===== src/rtl/box_sprite_gen.sv =====
// Draws NUM_BOXES solid square sprites that bounce inside the active video area.
// Positions step once per frame on the vSync falling edge; colour out has 2-clk latency.
module box_sprite_gen #(
    parameter int NUM_BOXES = 4,
    parameter int COORD_W   = 11,
    parameter int COLOR_W   = 8,
    parameter int BOX_SIZE  = 64,
    parameter int H_ACTIVE  = 640,
    parameter int V_ACTIVE  = 480
) (
    input  logic               clk,
    input  logic               reset,
    input  logic [COORD_W-1:0] hPixel,
    input  logic [COORD_W-1:0] line,
    input  logic               video_active,
    input  logic               vSync,
    input  logic [2:0]         KEY,
    input  logic [9:0]         SW,
    output logic [COLOR_W-1:0] VGA_R,
    output logic [COLOR_W-1:0] VGA_G,
    output logic [COLOR_W-1:0] VGA_B
);

    localparam int CW    = COORD_W + 1;
    localparam int X_MAX = H_ACTIVE - BOX_SIZE;
    localparam int Y_MAX = V_ACTIVE - BOX_SIZE;
    localparam logic [CW-1:0] X_LIM = CW'(X_MAX);
    localparam logic [CW-1:0] Y_LIM = CW'(Y_MAX);
    localparam logic [CW-1:0] BOX_W = CW'(BOX_SIZE);

    logic [COORD_W-1:0]   x_q [NUM_BOXES];
    logic [COORD_W-1:0]   y_q [NUM_BOXES];
    logic [NUM_BOXES-1:0] dx_q;
    logic [NUM_BOXES-1:0] dy_q;
    logic [CW:0]          bx [NUM_BOXES];
    logic [CW:0]          by [NUM_BOXES];
    logic [NUM_BOXES-1:0] hit;
    logic [NUM_BOXES-1:0] hit_q;
    logic                 act_q;
    logic                 vs_d;
    logic                 strobe;
    logic [CW-1:0]        step;
    logic [2:0]           code_sel;
    logic                 unused_inputs;

    assign unused_inputs = ^{KEY[2], SW};

    // Reset positions are clamped so large NUM_BOXES never start outside the area.
    function automatic int rst_pos(input int idx, input int pitch, input int lim);
        return (idx * pitch > lim) ? lim : idx * pitch;
    endfunction

    // Returns {direction, position}; direction 1 = increasing coordinate.
    function automatic logic [CW:0] bounce(input logic [CW-1:0] pos, input logic fwd,
                                           input logic [CW-1:0] stp, input logic [CW-1:0] lim);
        logic [CW-1:0] p;
        logic          d;
        p = pos;
        d = fwd;
        if (fwd) begin
            if (pos + stp > lim) begin
                p = (lim >= stp) ? lim - stp : lim;
                d = 1'b0;
            end else begin
                p = pos + stp;
            end
        end else begin
            if (pos < stp) begin
                if (pos == '0)
                    p = '0;
                else
                    p = (stp - pos > lim) ? lim : stp - pos;
                d = 1'b1;
            end else begin
                p = pos - stp;
            end
        end
        return {d, p};
    endfunction

    assign strobe = vs_d & ~vSync;
    assign step   = KEY[1] ? CW'(1) : CW'(4);

    always_comb begin
        for (int i = 0; i < NUM_BOXES; i++) begin
            bx[i] = bounce(CW'(x_q[i]), dx_q[i], step, X_LIM);
            by[i] = bounce(CW'(y_q[i]), dy_q[i], step, Y_LIM);
        end
    end

    always_ff @(posedge clk or posedge reset) begin
        if (reset) begin
            vs_d <= 1'b1;
            dx_q <= '1;
            dy_q <= '1;
            for (int i = 0; i < NUM_BOXES; i++) begin
                x_q[i] <= COORD_W'(rst_pos(i, 128, X_MAX));
                y_q[i] <= COORD_W'(rst_pos(i, 96, Y_MAX));
            end
        end else begin
            vs_d <= vSync;
            if (strobe && KEY[0]) begin
                for (int i = 0; i < NUM_BOXES; i++) begin
                    x_q[i]  <= bx[i][COORD_W-1:0];
                    y_q[i]  <= by[i][COORD_W-1:0];
                    dx_q[i] <= bx[i][CW];
                    dy_q[i] <= by[i][CW];
                end
            end
        end
    end

    // Half-open hit window, compared one bit wider so x+BOX_SIZE cannot wrap.
    always_comb begin
        hit = '0;
        for (int i = 0; i < NUM_BOXES; i++) begin
            hit[i] = SW[i]
                   && (CW'(hPixel) >= CW'(x_q[i])) && (CW'(hPixel) < CW'(x_q[i]) + BOX_W)
                   && (CW'(line)   >= CW'(y_q[i])) && (CW'(line)   < CW'(y_q[i]) + BOX_W);
        end
    end

    always_comb begin
        code_sel = 3'd0;
        for (int i = NUM_BOXES - 1; i >= 0; i--) begin
            if (hit_q[i])
                code_sel = 3'((i % 7) + 1);
        end
    end

    always_ff @(posedge clk or posedge reset) begin
        if (reset) begin
            hit_q <= '0;
            act_q <= 1'b0;
            VGA_R <= '0;
            VGA_G <= '0;
            VGA_B <= '0;
        end else begin
            hit_q <= hit;
            act_q <= video_active;
            VGA_R <= (act_q && code_sel[0]) ? '1 : '0;
            VGA_G <= (act_q && code_sel[1]) ? '1 : '0;
            VGA_B <= (act_q && code_sel[2]) ? '1 : '0;
        end
    end

endmodule


===== config.mk =====
export PLATFORM = sky130hd
export DESIGN_NAME = box_sprite_gen
export DESIGN_NICKNAME = d
export VERILOG_FILES = /design/src/rtl/box_sprite_gen.sv
export SDC_FILE = /design/constraint.sdc
export NUM_CORES = 1
export LEC_CHECK = 0
export CAP_MARGIN = 20
export CORE_ASPECT_RATIO = 1.5
export CORE_MARGIN = 10
export CORE_UTILIZATION = 51
export CTS_CLUSTER_DIAMETER = 100
export DETAILED_ROUTE_END_ITERATION = 8
export PLACE_DENSITY = 0.78
export SLEW_MARGIN = 0
export SYNTH_ARGS = -nofsm -noshare
export SYNTH_HDL_FRONTEND = slang
export SYNTH_SLANG_ARGS = --single-unit

===== constraint.sdc =====
create_clock -name clk -period 6.1 [get_ports clk]
set_input_delay 1.22 -clock clk [delete_from_list [all_inputs] [get_ports clk]]
set_output_delay 1.22 -clock clk [all_outputs]
set_load 0.05 [all_outputs]

==> summary.md <==
| Metric | Value |
|---|---|
| Worst hold slack | `0.467 ns` |
| Sequential-to-total area share from yosys stat | `19.0%` |
| Share of the synthesized area in the top cell type | `20.1%` |
| CTS tree | `done` |
| Post-Route WL | `40.8 mm` |
| Grt total ovfl | `0` |
| EDFF count, synth | `0` |
| Initial Util | `51.5%` |
| CP delay by family, top | `compound AO/OA/AOI/OAI gates` |
| Vias in the first global route | `13489` |
| Sequential Area | `0.00265 mm²` |
| Per-cell routed wire length | `19.3 µm` |
| Worst relative slew slack | `33.1%` |
| Hold_buf cts | `0` |
| Clock buffer depth | `2` |
| Status | `finished clean` |
| Root Driver | `clkbuf_16` |
| Grt met1 use | `26.0%` |
| H-tree levels | `3` |
| Warnings, synthesis | `0` |
| Global Route met2 Usage | `40.7%` |
| Fin util | `54.5%` |
| Max stage delay on crit path | `0.71 ns` |
| Crit path max-delay cell type | `inv_1` |
| Antenna Nets Post-Route | `0` |
| WP buf/inv | `2` |
| Core Box Area | `0.0271 mm²` |
| Post-Syn Nets | `2068` |
| Post-CTS Resized | `0` |
| Mapped Cells | `1805` |
| Clock transition at the registers of the reported paths | `0.07 ns` |
| Final Hold Fails | `0` |
| Die W | `155 µm` |
| Setup TNS | `0 ns` |
| TritonCTS Buffers | `9` |
| Setup crit end kind | `flop` |
| Worst-Margin Slew | `1.00 ns` |
| Vias post-DR | `13796` |
| # IOs | `63` |
| Antenna diode count | `0` |
| Synth area leader | `ha_1` |
| Area growth, synth to finish | `5.96%` |
| Peak supply drop | `0.180 mV` |
| Syn avg cell area | `7.74 µm²` |
| Worst EP required | `6.33 ns` |
| Top FF cell, synth | `dfrtp_1` |
| Final non-filler cell total | `2112` |
| GR peak layer | `met2` |
| Multi-input logic area | `0.0102 mm²` |
| Port bufs | `55` |
| Max-cap violations | `0` |
| Seq cells post-synth | `105` |
| Critical path arrival | `4.71 ns` |
| Min Tclk post-route | `4.47 ns` |
| First-pass DRT Iterations | `5` |
| Post-place setup slack | `1.30 ns` |
| First-pass GRT wire length | `67.1 mm` |
| Vias per cell | `6.53` |
| Die ar. | `0.0345 mm²` |
| Crit Path Category | `input port to flop` |
| Hold crit path type | `flop to flop` |
| Drt drc | `0` |
| Largest net degree at the start of global routing | `79` |
| Final worst slack | `1.63 ns` |
| Die height | `223 µm` |
| Max-slew violation count | `0` |
| Cell Rows | `74` |
| Max Clk Rate | `223 MHz` |
| Cell types occupying the most area after synthesis | `ha_1, dfrtp_1, o21ai_0` |
| CP Max Fanout | `18` |
| RSZ-0062 raised after global routing | `false` |
| Asr flop ratio synth | `100%` |
| LEAKAGE | `6.21 nW` |
| GRT Overall Usage | `23.2%` |
| Tcrit/Tclk final | `73.4%` |
| Gpl congestion | `0.983` |
| Final setup fails | `0` |
| Layout Skew | `0.00563 ns` |
| Cell repeated most along the worst path | `nor2b_1` |
| Worst-Skew Late Latency | `0.39 ns` |
| Yosys cell types | `94` |
| Crit path cell chain | `buf_2, inv_1, ha_1, nor2b_1, o2111ai_1, nand4b_1, a211oi_1, nand2_1, a21oi_1, nor2b_1, o22ai_1` |
| Final layout net count | `2028` |
| CP startpoint kind | `input port` |
| Final-layout fill cell count | `2547` |
| Setup Fix Bufs, Post-CTS | `0` |
| Met3 usage | `2.63%` |
| Post-Syn Area | `0.0140 mm²` |
| Pwr per Cell Area | `357 mW/mm²` |
| DRT iter0 DRCs | `1021` |
| Layout cells sized above 1 | `4.58%` |
| Initial antenna violation count | `0` |
| Placed insts | `2095` |
| Num Clock Sinks | `105` |
| Final HPWL DP | `30.6 mm` |
-- power by group --
group          switching (W)  internal, W  total (W)
combinational        0.00187      0.00134    0.00321
sequential          0.000477     0.000929    0.00141
clock               0.000302     0.000360   0.000662
-- cells in the final DEF (no fill, tap or decap), types with 14 or more instances in the layout --
cell type / synthesis / routed
a211oi_1: 15 / 15
a21o_1: 21 / 21
a21oi_1: 113 / 113
a31oi_1: 28 / 28
and3_1: 22 / 22
clkdlybuf4s50_1: 0 / 54
dfrtp_1: 86 / 86
dfstp_2: 19 / 19
ha_1: 224 / 224
inv_1: 135 / 134
mux2i_1: 14 / 14
nand2_1: 126 / 126
nand2b_1: 22 / 22
nand3_1: 68 / 68
nand4_1: 25 / 25
nor2_1: 117 / 116
nor2b_1: 35 / 35
nor3_1: 73 / 73
nor4_1: 22 / 22
o2111ai_1: 15 / 15
o211ai_1: 23 / 23
o21a_1: 20 / 20
o21ai_0: 140 / 140
o22ai_1: 17 / 17
o31ai_1: 18 / 18
xnor2_1: 62 / 62
-- kinds of logic after synthesis --
| logic type | count (synthesis) | share of synthesized area, % |
|---|---|---|
| AND/OR/NAND/NOR | 593 | 21.8 |
| buffers and inverters | 253 | 7.71 |
| AO/OA/AOI/OAI | 544 | 25.9 |
| XOR/XNOR | 71 | 4.45 |
| flip-flops | 105 | 19.0 |
| adder cells (fa/ha/maj) | 224 | 20.1 |
| multiplexers | 15 | 1.08 |
-- cells in the mapped netlist, drive strengths merged, types with 23 or more instances --
master	count
a21oi	113
a31oi	28
and3	23
buf	44
clkbuf	72
dfrtp	86
ha	224
inv	135
nand2	127
nand3	68
nand4	25
nor2	117
nor2b	35
nor3	76
o211ai	23
o21ai	144
xnor2	62
-- layout make-up --
| class | instances | share of cell area [%] |
|---|---|---|
| Inverter | 137 | 3.49 |
| Tap cell | 342 | 2.89 |
| Clock buffer | 11 | 1.57 |
| Timing Repair Buffer | 65 | 4.33 |
| Multi-Input combinational cell | 1447 | 69.2 |
| Sequential cell | 105 | 17.9 |
| Clock inverter | 5 | 0.541 |
-- flip-flops by register name, summed over array words and instances (netlist names) --
name   cells
VGA_B      1
VGA_G      1
VGA_R      1
act_q      1
dx_q       4
dy_q       4
hit_q      4
vs_d       1
x_q       44
y_q       44
-- per-stage QoR --
step	instance area [µm²]	power (W)
finish	14800	0.00528
global route	14800	0.00577
CTS	14800	0.00525
detailed placement	14500	0.00456
global placement	14500	0.00445
floorplan	14000	0.00379
-- layer usage --
metal,wire [µm],vias to the layer above
li1,-,6552
met1,16000,6620
met2,20500,502
met3,2140,122
met4,2080,0
met5,0,-
-- worst paths after layout --
kind,cells after the start,end,from,slack (ns)
setup reg to reg,10,y_q[24],y_q[24],2.88
hold / removal,1,VGA_G[6],hit_q[0],0.47
min in group asynchronous,2,x_q[18],reset,1.12
setup / recovery,11,y_q[24],KEY[1],1.63
hold reg to reg,1,VGA_G[6],hit_q[0],0.47
max in group asynchronous,3,dy_q[0],reset,4.20
Note: power is estimated with default switching activity, not from simulation.
==> RTL edit 1: new RTL, same settings <==
Change the parameter `H_ACTIVE` from 640 to 320.
--- a/src/rtl/box_sprite_gen.sv
+++ b/src/rtl/box_sprite_gen.sv
@@ -5,7 +5,7 @@
     parameter int COORD_W   = 11,
     parameter int COLOR_W   = 8,
     parameter int BOX_SIZE  = 64,
-    parameter int H_ACTIVE  = 640,
+    parameter int H_ACTIVE  = 320,
     parameter int V_ACTIVE  = 480
 ) (
     input  logic               clk,
Function: changed (Yosys sat finds a counterexample within 4 cycles, from zero or initial values and one cycle with reset high).
==> RTL edit 1 against the original RTL <==
- synthesized cell count is 0.83% lower
- count of clock-buffer cells in the layout is 2 higher
- combinational power is 6.9% lower
- sequential cell count stayed put
- wire length is 3.0% lower
- synthesized area is 0.94% lower
- cell area is 0.96% lower
- sequential power is 8% lower
- worst setup slack better by 0.21 ns
- total power is 5.6% lower
- critical endpoint is now y_q[40]$_DFFE_PP0P_
- largest cell class unchanged
- highest routed layer unchanged
==> RTL edit 1: results (changes against the original RTL) <==
| Metric | Value |
|---|---|
| GRT Resource Usage Total | `0.223 (was 0.232)` |
| Top cells by count, synth | `ha_1, o21ai_0, a21oi_1 (was ha_1, o21ai_0, inv_1)` |
| Pin count of the biggest net entering global routing | `73 (was 79)` |
| Worst Skew | `0.0174 ns (was 0.00563 ns)` |
| Met2 Track Usage GR | `0.398 (was 0.407)` |
| R2r endpoint | `x_q[5]$_DFFE_PP0P_ (was y_q[24]$_DFFE_PP0P_)` |
| Worst Tran Pin Value | `0.926 ns (was 1.00 ns)` |
| Iteration count of the initial detailed-routing pass | `6 (was 5)` |
| RD Place Congestion | `0.964 (was 0.983)` |
| Mapped Nets | `2049 (was 2068)` |
| Total Wirelength | `39600 µm (was 40800 µm)` |
| Sequential fraction of the synthesis area | `0.192 (was 0.190)` |
| Setup crit end | `y_q[40]$_DFFE_PP0P_ (was y_q[24]$_DFFE_PP0P_)` |
| Ys async rst share | `1.00 (unchanged)` |
| P_leak | `6.21 nW (about the same)` |
| Met1 WL | `16000 µm (about the same)` |
| Synth area leaders | `ha_1, dfrtp_1, o21ai_0, a21oi_1, xnor2_1 (unchanged)` |
| Status | `complete, no violations (unchanged)` |
| Setup slack, reg-to-reg | `2.89 ns (was 2.88 ns)` |
| Reg2reg start | `x_q[2]$_DFFE_PP0P_ (was y_q[24]$_DFFE_PP0P_)` |
| CP peak stage delay | `0.83 ns (was 0.71 ns)` |
| Library cells used by synthesis | `91 (was 94)` |
| Primary FF master, synth | `dfrtp_1 (unchanged)` |
| Area growth syn-to-layout | `5.93% (was 5.96%)` |
| Root Buffer Master | `clkbuf_16 (unchanged)` |
| Met3 Use GR | `0.0287 (was 0.0263)` |
| Slowest CP cell | `a2111oi_0 (was inv_1)` |
| Detailed Route Iter0 Violations | `900 (was 1021)` |
| Share of cells above drive strength 1 | `0.0404 (was 0.0458)` |
| Worst EP arrival | `4.56 ns (was 4.71 ns)` |
| Global-route wire length before repair | `65300 µm (was 67100 µm)` |
| Crit path max-delay family | `simple AND/OR/NAND/NOR gates (was compound AO/OA/AOI/OAI gates)` |
| Clock transition at path regs | `0.09 ns (was 0.07 ns)` |
| Total Nets Final | `2011 (was 2028)` |
| VDD IR max | `0.228 mV (was 0.180 mV)` |
| Met2 routed WL | `20000 µm (was 20500 µm)` |
| Vias in the first global route | `13608 (was 13489)` |
| Grt met1 use | `0.248 (was 0.260)` |
| DR vias/cell | `6.43 (was 6.53)` |
| Placed wire-length estimate | `29500 µm (was 30600 µm)` |
| Post-CTS Setup Bufs | `0 (unchanged)` |
| CP Launch Point | `KEY[1] (unchanged)` |
| # H-tree levels | `3 (unchanged)` |
| Met3 wire len | `1910 µm (was 2140 µm)` |
RTL edit 1: cell count changes in the layout (fill, tap and decap cells not counted), moves of 7 or more:
cell,change
a21o_1,+8
a21oi_1,+23
a221oi_1,-7
a31oi_1,+11
nand2b_1,-9
nor2_1,-15
o2111ai_1,-9
o211ai_1,-8
o31ai_1,+8
xor2_1,+7
RTL edit 1: cells by family after synthesis:
kind of cell / after synthesis / share of synthesized area
compound gates: 562 / 0.264
fa+ha+maj: 220 / 0.199
buf+inv: 250 / 0.0770
flops: 105 / 0.192
simple gates: 556 / 0.206
mux: 14 / 0.0102
xor+xnor: 83 / 0.0531
RTL edit 1: worst min path at each step:
stage | start | end | slack, ns | depth (start not counted)
2_1_floorplan | hit_q[0]$_DFF_PP0_ | VGA_G[6]$_DFF_PP0_ | 0.43 | 1
3_3_place_gp | hit_q[0]$_DFF_PP0_ | VGA_G[6]$_DFF_PP0_ | 0.44 | 1
3_5_place_dp | hit_q[0]$_DFF_PP0_ | VGA_G[6]$_DFF_PP0_ | 0.46 | 1
4_1_cts | hit_q[0]$_DFF_PP0_ | VGA_G[6]$_DFF_PP0_ | 0.47 | 1
5_1_grt | hit_q[0]$_DFF_PP0_ | VGA_G[6]$_DFF_PP0_ | 0.49 | 1
6_report | hit_q[0]$_DFF_PP0_ | VGA_G[6]$_DFF_PP0_ | 0.48 | 1
RTL edit 1: area by class of cell:
type                    instances  area [µm²]
fillers                      2519       12000
multi-input cells            1435       10100
clock buffers                  13         250
flip-flops and latches        105        2650
well taps                     337         422
clock inverters                 3        65.1
inverters                     138         520
repair buffers                 63         618
RTL edit 1: worst register-to-register path, cell delays in order (launching register included):
cell      delay (ns)
dfrtp_1         0.44
inv_1           0.10
ha_1            0.42
nand3b_1        0.25
and2_1          0.23
nor3_1          0.44
nand4_1         0.16
a21o_1          0.24
nor3_1          0.52
a21o_1          0.21
a22oi_1         0.06
RTL edit 1: power breakdown:
part,leakage [nW],internal (mW),total [mW],switching [mW]
clock,0.154,0.372,0.683,0.311
sequential,1.20,0.899,1.30,0.405
combinational,4.86,1.25,2.99,1.75
total,6.21,2.52,4.98,2.46
RTL edit 1: metrics by stage:
step / cell area, µm² / util / std cells / total power, mW / setup WS (ns)
6_report: 14700 / 0.549 / 2094 / 4.98 / 1.84
5_1_grt: 14700 / 0.549 / 2094 / 5.42 / 1.43
2_1_floorplan: 13800 / - / 1790 / 3.54 / 1.91
3_5_place_dp: 14300 / 0.538 / 2078 / 4.24 / 1.53
3_3_place_gp: 14300 / 0.538 / 2078 / 4.13 / 1.54
4_1_cts: 14700 / 0.549 / 2094 / 4.94 / 1.87
==> RTL edit 2: new RTL, same settings <==
Without the edit above. Register the input `KEY` before use, cleared by the reset. The logic sees it one clock later. The other inputs are not delayed to match.
--- a/src/rtl/box_sprite_gen.sv
+++ b/src/rtl/box_sprite_gen.sv
@@ -28,6 +28,16 @@
     localparam logic [CW-1:0] Y_LIM = CW'(Y_MAX);
     localparam logic [CW-1:0] BOX_W = CW'(BOX_SIZE);
 
+    logic [2:0] KEY_q;
+
+    always_ff @(posedge clk or posedge reset) begin
+        if (reset) begin
+            KEY_q <= '0;
+        end else begin
+            KEY_q <= KEY;
+        end
+    end
+
     logic [COORD_W-1:0]   x_q [NUM_BOXES];
     logic [COORD_W-1:0]   y_q [NUM_BOXES];
     logic [NUM_BOXES-1:0] dx_q;
@@ -43,7 +53,7 @@
     logic [2:0]           code_sel;
     logic                 unused_inputs;
 
-    assign unused_inputs = ^{KEY[2], SW};
+    assign unused_inputs = ^{KEY_q[2], SW};
 
     // Reset positions are clamped so large NUM_BOXES never start outside the area.
     function automatic int rst_pos(input int idx, input int pitch, input int lim);
@@ -79,7 +89,7 @@
     endfunction
 
     assign strobe = vs_d & ~vSync;
-    assign step   = KEY[1] ? CW'(1) : CW'(4);
+    assign step   = KEY_q[1] ? CW'(1) : CW'(4);
 
     always_comb begin
         for (int i = 0; i < NUM_BOXES; i++) begin
@@ -99,7 +109,7 @@
             end
         end else begin
             vs_d <= vSync;
-            if (strobe && KEY[0]) begin
+            if (strobe && KEY_q[0]) begin
                 for (int i = 0; i < NUM_BOXES; i++) begin
                     x_q[i]  <= bx[i][COORD_W-1:0];
                     y_q[i]  <= by[i][COORD_W-1:0];
Function: changed (Yosys sat finds a counterexample within 4 cycles, from zero or initial values and one cycle with reset high).
==> RTL edit 2 against the original RTL <==
- register-to-register slack worse by 1.0 ns
- sequential power grew 6%
- synthesized area increased by 2.5%
- largest power group unchanged
- clock power is 5.1% higher
- sequential cell count increased by 2
- non-clock buffer count down 3
- final cell count grew 1.8%
- worst setup slack improved by 0.22 ns
- global-route usage is 0.72 points higher
- cell area up 2.3%
- wire length grew 4.3%
- total power grew 8.6%
- sequential share of layout area fell by 0.068 points
==> RTL edit 2: results (changes against the original RTL) <==
| Metric | Value |
|---|---|
| P_leak | `6.38 nW (was 6.21 nW)` |
| Grt met1 use | `0.271 (was 0.260)` |
| Mux cell area share after synthesis | `0.0118 (was 0.0108)` |
| Worst EP arrival | `4.55 ns (was 4.71 ns)` |
| Share of cells above drive strength 1 | `0.0466 (was 0.0458)` |
| Comb group | `3.54 mW (was 3.21 mW)` |
| Global-route wire length before repair | `69400 µm (was 67100 µm)` |
| Met1 WL | `16800 µm (was 16000 µm)` |
| Placed Area | `0.0148 mm² (was 0.0145 mm²)` |
| Sequential fraction of the synthesis area | `0.189 (was 0.190)` |
| Mapped Nets | `2103 (was 2068)` |
| Place WS | `1.92 ns (was 1.30 ns)` |
| P_int | `2.78 mW (was 2.63 mW)` |
| Top cells by count, synth | `ha_1, inv_1, o21ai_0 (was ha_1, o21ai_0, inv_1)` |
| Detailed Route Iter0 Violations | `1118 (was 1021)` |
| P_clk | `0.696 mW (was 0.662 mW)` |
| Port Buffer Count | `55 (unchanged)` |
| Met2 Track Usage GR | `0.414 (was 0.407)` |
| Crit path max fanout | `35 (was 18)` |
| Status | `complete, no violations (unchanged)` |
| RD Place Congestion | `0.955 (was 0.983)` |
| Post-synthesis compound-gate area fraction | `0.283 (was 0.259)` |
| VDD IR max | `0.203 mV (was 0.180 mV)` |
| Core Footprint | `0.0279 mm² (was 0.0271 mm²)` |
| Total Wirelength | `42500 µm (was 40800 µm)` |
| Sw Share | `0.515 (was 0.502)` |
| Library cells used by synthesis | `102 (was 94)` |
| Slew margin rel. | `0.387 (was 0.331)` |
| Met2 routed WL | `21000 µm (was 20500 µm)` |
| Synth Area in XOR/XNOR | `0.0385 (was 0.0445)` |
| Pin count of the biggest net entering global routing | `71 (was 79)` |
| Cells after Synth | `1840 (was 1805)` |
| Worst Skew | `0.0109 ns (was 0.00563 ns)` |
| DR vias/cell | `6.66 (was 6.53)` |
| Synth area leaders | `ha_1, dfrtp_1, o21ai_0, a21oi_1, inv_1 (was ha_1, dfrtp_1, o21ai_0, a21oi_1, xnor2_1)` |
RTL edit 2: cell types whose count changed in the layout (fill, tap and decap cells not counted), moves of 8 or more:
cell     delta
and3_1     -10
nor2b_1     -8
a31oi_1     +8
xnor2_1     -8
o21a_1     +21
nor2_1     +13
nand2_1    -18
a21oi_1    +15
RTL edit 2: worst paths after layout:
path	cells after the start	startpoint	slack (ns)	endpoint
worst max-delay path	12	KEY_q[1]$_DFF_PP0_	1.84	y_q[14]$_DFFE_PP0P_
worst min-delay path	1	hit_q[0]$_DFF_PP0_	0.47	VGA_G[6]$_DFF_PP0_
worst max register to register	12	KEY_q[1]$_DFF_PP0_	1.84	y_q[14]$_DFFE_PP0P_
worst min register to register	1	hit_q[0]$_DFF_PP0_	0.47	VGA_G[6]$_DFF_PP0_
max in group asynchronous	3	reset	3.53	x_q[40]$_DFFE_PP0P_
min in group asynchronous	2	reset	1.31	y_q[39]$_DFFE_PP0P_
RTL edit 2: critical path, cell delays in order (launching register included):
cell,delay [ns]
dfrtp_1,0.32
buf_4,0.49
inv_1,0.50
buf_4,0.31
ha_1,0.45
nor2b_1,0.33
o211ai_1,0.19
or2_2,0.34
a221oi_2,0.28
o21ai_2,0.19
nor2_1,0.42
a31oi_1,0.16
a2bb2oi_1,0.15
RTL edit 2: area by class of cell:
| type | instances | area (µm²) |
|---|---|---|
| inverter | 143 | 539 |
| sequential | 107 | 2700 |
| clock buffer | 11 | 243 |
| fill | 2635 | 12700 |
| tap | 346 | 433 |
| clock inverter | 5 | 82.6 |
| timing repair buffer | 62 | 616 |
| multi-input combinational | 1475 | 10500 |
